File: src/rtl/pll_seq_pkg.sv
// Shared constants and types for the PLL tick sequencer: mode encodings,
// LED reset pattern, default stall timeout and bounce direction.
package pll_seq_pkg;

  // Pattern mode encodings as seen on the mode input
  localparam logic [1:0] MODE_ROTATE = 2'b00;
  localparam logic [1:0] MODE_BOUNCE = 2'b01;
  localparam logic [1:0] MODE_COUNT  = 2'b10;
  localparam logic [1:0] MODE_HOLD   = 2'b11;

  // Pattern shown after reset and loaded when a shift mode starts from a
  // value that is not one-hot
  localparam logic [7:0] LED_RESET = 8'h01;

  // Slightly longer than one 1 Hz period at 10 MHz, so a healthy divider
  // never trips the monitor
  localparam int unsigned STALL_LIMIT_DEFAULT = 12_000_000;

  // Direction of travel for the bounce pattern
  typedef enum logic {
    DIR_UP = 1'b0,
    DIR_DN = 1'b1
  } dir_t;

  // True when exactly one bit of the pattern is set
  function automatic logic is_one_hot(input logic [7:0] v);
    return (v != 8'h00) && ((v & (v - 8'h01)) == 8'h00);
  endfunction

endpackage

File: src/rtl/pll_edge_sync.sv
// Brings the asynchronous divided clock into the clk_10MHz domain and turns
// each rising edge into a single-cycle tick. SYNC_STAGES must be at least 2.
module pll_edge_sync #(
  parameter int SYNC_STAGES = 2
) (
  input  logic clk_10MHz,
  input  logic rst,
  input  logic clk_pll,
  output logic tick
);

  logic [SYNC_STAGES-1:0] sync_reg;
  logic                   hist_reg;

  // Shift clk_pll through the synchroniser chain; hist_reg holds the previous
  // settled value so the edge detector sees only registered signals
  always_ff @(posedge clk_10MHz or posedge rst) begin
    if (rst) begin
      sync_reg <= '0;
      hist_reg <= 1'b0;
    end else begin
      sync_reg <= {sync_reg[SYNC_STAGES-2:0], clk_pll};
      hist_reg <= sync_reg[SYNC_STAGES-1];
    end
  end

  // Rising edge of the settled signal; falling edges give nothing
  assign tick = sync_reg[SYNC_STAGES-1] & ~hist_reg;

endmodule

File: src/rtl/pll_tick_sequencer.sv
// Steps an 8-bit LED pattern on every rising edge of the divided clock,
// counts the steps and flags a stalled divider after a long silence.
module pll_tick_sequencer
  import pll_seq_pkg::*;
#(
  parameter int          SYNC_STAGES = 2,
  parameter int unsigned STALL_LIMIT = STALL_LIMIT_DEFAULT
) (
  input  logic        clk_10MHz,
  input  logic        rst,
  input  logic        clk_pll,
  input  logic        enable,
  input  logic [1:0]  mode,
  output logic        tick,
  output logic [7:0]  leds,
  output logic [15:0] step_count,
  output logic        stall
);

  // Pattern engine states, derived from mode and the stored bounce direction
  localparam logic [2:0] ST_ROTATE    = 3'd0;
  localparam logic [2:0] ST_BOUNCE_UP = 3'd1;
  localparam logic [2:0] ST_BOUNCE_DN = 3'd2;
  localparam logic [2:0] ST_COUNT     = 3'd3;
  localparam logic [2:0] ST_HOLD      = 3'd4;

  localparam logic [23:0] STALL_LIM = STALL_LIMIT[23:0];

  logic        tick_int;
  logic        adv;
  logic [2:0]  pat_state;
  logic [7:0]  leds_reg;
  logic [7:0]  leds_next;
  dir_t        dir_reg;
  dir_t        dir_next;
  logic [15:0] step_count_reg;
  logic [23:0] stall_cnt_reg;
  logic [23:0] stall_cnt_next;
  logic        stall_reg;

  pll_edge_sync #(
    .SYNC_STAGES (SYNC_STAGES)
  ) u_edge_sync (
    .clk_10MHz (clk_10MHz),
    .rst       (rst),
    .clk_pll   (clk_pll),
    .tick      (tick_int)
  );

  // Only ticks that are enabled and not in hold move the pattern and counter
  assign adv = tick_int & enable & (mode != MODE_HOLD);

  // Select the pattern state from the mode and current bounce direction
  always_comb begin
    pat_state = ST_HOLD;
    case (mode)
      MODE_ROTATE: pat_state = ST_ROTATE;
      MODE_BOUNCE: pat_state = (dir_reg == DIR_UP) ? ST_BOUNCE_UP : ST_BOUNCE_DN;
      MODE_COUNT:  pat_state = ST_COUNT;
      default:     pat_state = ST_HOLD;
    endcase
  end

  // Next pattern and direction; shift modes recover from a non-one-hot value
  // by restarting at LED_RESET travelling up
  always_comb begin
    leds_next = leds_reg;
    dir_next  = dir_reg;
    case (pat_state)
      ST_ROTATE: begin
        if (!is_one_hot(leds_reg)) begin
          leds_next = LED_RESET;
          dir_next  = DIR_UP;
        end else begin
          leds_next = {leds_reg[6:0], leds_reg[7]};
        end
      end
      ST_BOUNCE_UP: begin
        if (!is_one_hot(leds_reg)) begin
          leds_next = LED_RESET;
          dir_next  = DIR_UP;
        end else if (leds_reg == 8'h80) begin
          leds_next = 8'h40;
          dir_next  = DIR_DN;
        end else begin
          leds_next = leds_reg << 1;
        end
      end
      ST_BOUNCE_DN: begin
        if (!is_one_hot(leds_reg)) begin
          leds_next = LED_RESET;
          dir_next  = DIR_UP;
        end else if (leds_reg == 8'h01) begin
          leds_next = 8'h02;
          dir_next  = DIR_UP;
        end else begin
          leds_next = leds_reg >> 1;
        end
      end
      ST_COUNT: begin
        leds_next = leds_reg + 8'h01;
      end
      default: begin
        leds_next = leds_reg;
      end
    endcase
  end

  // Commit pattern, direction and step count at the edge ending a tick cycle
  always_ff @(posedge clk_10MHz or posedge rst) begin
    if (rst) begin
      leds_reg       <= LED_RESET;
      dir_reg        <= DIR_UP;
      step_count_reg <= 16'h0000;
    end else if (adv) begin
      leds_reg       <= leds_next;
      dir_reg        <= dir_next;
      step_count_reg <= step_count_reg + 16'h0001;
    end
  end

  // Cycles since the last tick, clearing on a tick and saturating at the limit
  always_comb begin
    stall_cnt_next = stall_cnt_reg;
    if (tick_int) begin
      stall_cnt_next = 24'h000000;
    end else if (stall_cnt_reg != STALL_LIM) begin
      stall_cnt_next = stall_cnt_reg + 24'h000001;
    end
  end

  // Stall monitor: the flag follows the counter landing on the limit, and a
  // tick always wins so a coincident edge never raises it
  always_ff @(posedge clk_10MHz or posedge rst) begin
    if (rst) begin
      stall_cnt_reg <= 24'h000000;
      stall_reg     <= 1'b0;
    end else begin
      stall_cnt_reg <= stall_cnt_next;
      stall_reg     <= ~tick_int & (stall_cnt_next == STALL_LIM);
    end
  end

  assign tick       = tick_int;
  assign leds       = leds_reg;
  assign step_count = step_count_reg;
  assign stall      = stall_reg;

endmodule
File: config.mk
export PLATFORM = sky130hd
export DESIGN_NAME = pll_tick_sequencer
export DESIGN_NICKNAME = d
export VERILOG_FILES = /design/src/rtl/pll_seq_pkg.sv /design/src/rtl/pll_edge_sync.sv /design/src/rtl/pll_tick_sequencer.sv
export SDC_FILE = /design/constraint.sdc
export NUM_CORES = 1
export LEC_CHECK = 0
export BUFFER_PORTS_ARGS = -buffer_cell sky130_fd_sc_hd__buf_2
export CORE_AREA = 2 2 94 96
export CTS_CLUSTER_SIZE = 14
export DETAILED_ROUTE_END_ITERATION = 6
export DIE_AREA = 0 0 96 98
export GPL_TIMING_DRIVEN = 0
export PLACE_DENSITY = 0.58
export RECOVER_POWER = 25
export SYNTH_ARGS = -nofsm -noshare
export SYNTH_HDL_FRONTEND = slang
export SYNTH_SLANG_ARGS = --single-unit
File: constraint.sdc
create_clock -name clk_10MHz -period 2.7 [get_ports clk_10MHz]
set_clock_uncertainty 0.2 [all_clocks]
set_input_delay 0.135 -clock clk_10MHz [delete_from_list [all_inputs] [get_ports clk_10MHz]]
set_output_delay 0.135 -clock clk_10MHz [all_outputs]
set_load 0.005 [all_outputs]
==> impl_metrics.env <==
export IMPL_setup_ws_ns=0.0826
export IMPL_yosysSeqAreaShare_pct=40.4
export IMPL_max_freq_mhz=382
export IMPL_peakVddDrop_mv=0.318
export IMPL_fin_nets=436
export IMPL_antenna_cells=0
export IMPL_ys_seq_elements=53
export IMPL_synth_xor_area_share_pct=9.87
export IMPL_cp_start_kind="flop"
export IMPL_r2r_setup_slack_ns=0.08
export IMPL_antenna_found_initial=0
export IMPL_critPathBufInv=1
export IMPL_post_place_ws_ns=-0.478
export IMPL_fillers=844
export IMPL_path_max_fanout=8
export IMPL_yosys_most_used_dff="dfrtp_1"
export IMPL_synth_top_area_share_pct=39.6
export IMPL_place_gp_congestion=0.895
export IMPL_worst_slew_pin_slew_ns=1.00
export IMPL_wire_per_inst_um=15.9
export IMPL_cts_sinks=53
export IMPL_dp_hpwl_um=5750
export IMPL_vias=2979
export IMPL_syn_area_per_cell_um2=8.78
export IMPL_initial_utilization_pct=38.8
export IMPL_ys_warn_count=0
export IMPL_crit_type="reg -> reg"
export IMPL_crit_family="simple AND/OR/NAND/NOR gates"
export IMPL_synth_async_sr_flop_share_pct=100
export IMPL_cts_tree="done"
export IMPL_antenna_left=0
export IMPL_hold_viol_final=0
export IMPL_grt_pass1_wl_um=14000
export IMPL_synth_simple_gate_area_share_pct=28.5
export IMPL_syn_num_nets=391
export IMPL_syn_inst=374
export IMPL_synth_compound_area_share_pct=11.4
export IMPL_synth_edff_count=0
export IMPL_dieArea_um2=9410
export IMPL_grt_max_degree=40
export IMPL_clk_pin_slew_worst_paths_ns=0.12
export IMPL_cts_buffers=5
export IMPL_ios=32
export IMPL_cts_root_buf="clkbuf_8"
export IMPL_overflow=0
export IMPL_slowest_delay_ns=0.73
export IMPL_rows=34
export IMPL_post_drt_via_cell_ratio=5.64
export IMPL_tns_ns=0
export IMPL_synth_top_cell_by_area="dfrtp_1"
export IMPL_finalCritPeriodShare_pct=96.9
export IMPL_firstDrtPassIters=5
export IMPL_rsz0062_at_grt="true"
export IMPL_cap_violations=0
export IMPL_area_growth_pct=16.3
export IMPL_status="complete, no violations"
export IMPL_io_buffers=31
export IMPL_slew_headroom_pct=33.3
export IMPL_synth_area_mux_share_pct=0.990
export IMPL_synth_top_family_by_area="simple AND/OR/NAND/NOR gates"
export IMPL_drt_iter0_drc=182
export IMPL_dieWidth_um=96
export IMPL_slew_violations=0
export IMPL_synth_area_leaders="dfrtp_1 (40%), xnor2_1 (6.4%), nor2_1 (5.0%), ha_1 (4.2%), nand3_1 (3.8%)"
export IMPL_die_h_um=98
export IMPL_core_area_um2=8470
export IMPL_power_density_nw_per_um2=553
export IMPL_worstPathRequired_ns=2.72
export IMPL_ys_types=56
export IMPL_crit_slowest_cell="or4b_2"
export IMPL_setup_viol=0
export IMPL_crit_path_end_kind="flop"
export IMPL_arrival_ns=2.64
export IMPL_layout_drive_gt1_share_pct=18.1
export IMPL_clk_latency_ns=0.32
export IMPL_netlist_area_um2=3280
export IMPL_grt_pass1_vias=2842
export IMPL_ctsLongestPathBuffers=2
export IMPL_drc=0
export IMPL_hold_class="in -> reg"
export IMPL_h_tree_depth=2
export IMPL_layout_min_cycle_time_ns=2.62
export IMPL_grt_usage_pct=18.4
export IMPL_cp_cell_sequence="buf_2, nand2_1, or4b_2, nor2_1, xnor2_1, o211ai_1, nor4_2"
export IMPL_largest_reg_flops=24
export IMPL_p_leak_uw=0.00165
export IMPL_wirelength_um=8390
export IMPL_yosys_area_share_adder_pct=4.50
[where the power goes]
part           internal (µW)  switching (µW)
clock                    197             316
sequential               876             107
combinational            248             367
[placed cells by master, fill, tap and decap left out, types with 7 or more instances in the layout]
| master | synthesis | layout |
|---|---|---|
| inv_1 | 13 | 13 |
| dfrtp_1 | 52 | 47 |
| nand3_1 | 25 | 25 |
| nor2b_1 | 7 | 7 |
| xnor2_1 | 24 | 24 |
| clkbuf_1 | 20 | 15 |
| nand2_1 | 29 | 27 |
| a21oi_1 | 18 | 18 |
| buf_2 | 2 | 33 |
| o21ai_0 | 16 | 16 |
| nor2_1 | 44 | 43 |
| nand4_1 | 19 | 19 |
| ha_1 | 11 | 10 |
| xor2_1 | 13 | 13 |
[synth_stat cells, types with 3 or more instances]
master    number
ha_1          11
nor2b_1        7
o211ai_1       3
nand3_1       25
nor3_1         7
a221oi_1       3
dfrtp_1       52
or3_1          4
clkbuf_1      20
nor2_1        44
a31oi_1        3
a21oi_1       18
xor2_1        13
inv_1         13
and2_1         3
o21ai_0       16
nand4_1       19
xnor2_1       24
nor4b_1        3
nor4_1         8
nand2_1       29
and3_1         5
[per-layer routing]
metal | global-route usage (%) | vias up | part of all wire [%]
met5 | 0 | - | 0
met2 | 28.7 | 86 | 46
met3 | 3.16 | 16 | 4.3
met4 | 5.05 | 0 | 1.7
met1 | 26.2 | 1451 | 48
li1 | - | 1426 | -
[stage by stage]
step           hold slack (ns)  utilization [%]  instance area (µm²)  std cells  power (µW)
6_report                 0.162             45.1                 3820        528        2110
4_1_cts                  0.119             44.6                 3780        524        2100
5_1_grt                  0.187             45.1                 3820        528        2240
2_1_floorplan          -0.0336                -                 3280        374        1350
3_3_place_gp            0.0466             42.2                 3570        513        1530
3_5_place_dp           -0.0696             42.5                 3590        514        1540
[cell type report]
class	count	area [µm²]	share of cell area, %
inverter	13	48.8	1.28
sequential	53	1330	34.9
clock buffer	5	68.8	1.80
clock inverter	3	28.8	0.754
timing repair buffer	39	218	5.70
multi-input combinational	285	1890	49.5
tap	108	135	3.54
buffer	22	96.3	2.52
[cells by family after synthesis]
family                   Yosys count
XOR/XNOR                          37
AO/OA/AOI/OAI                     60
adder cells (fa/ha/maj)           12
AND/OR/NAND/NOR                  173
flip-flops                        53
multiplexers                       3
buffers and inverters             36
[final timing paths]
path / from / endpoint / cells past startpoint
worst max-delay path: stall_cnt_reg[8] / stall / 7
worst min-delay path: enable / step_count[0] / 3
worst max register to register: stall_cnt_reg[8] / stall / 7
worst min register to register: u_edge_sync.sync_reg[0] / u_edge_sync.sync_reg[1] / 0
max in group asynchronous: rst / stall_cnt_reg[2] / 4
min in group asynchronous: rst / stall_cnt_reg[11] / 3
[tightest hold or removal path: cells and delay by family]
family	cells	cell delay, ns
xor gates and xnor gates	1	0.10
buffers and inverters	1	0.11
and+or+nand+nor	1	0.32
[timing repair]
action | 4_1_cts | 5_1_grt
endpoints found under the setup margin | 9 | 5
gates resized for setup | 17 | 7
endpoints found under the hold margin | 53 | 0
buffers inserted | 0 | 5
pin swaps | 1 | 2
hold buffers | 2 | 0
(Power assumes the default switching activity.)
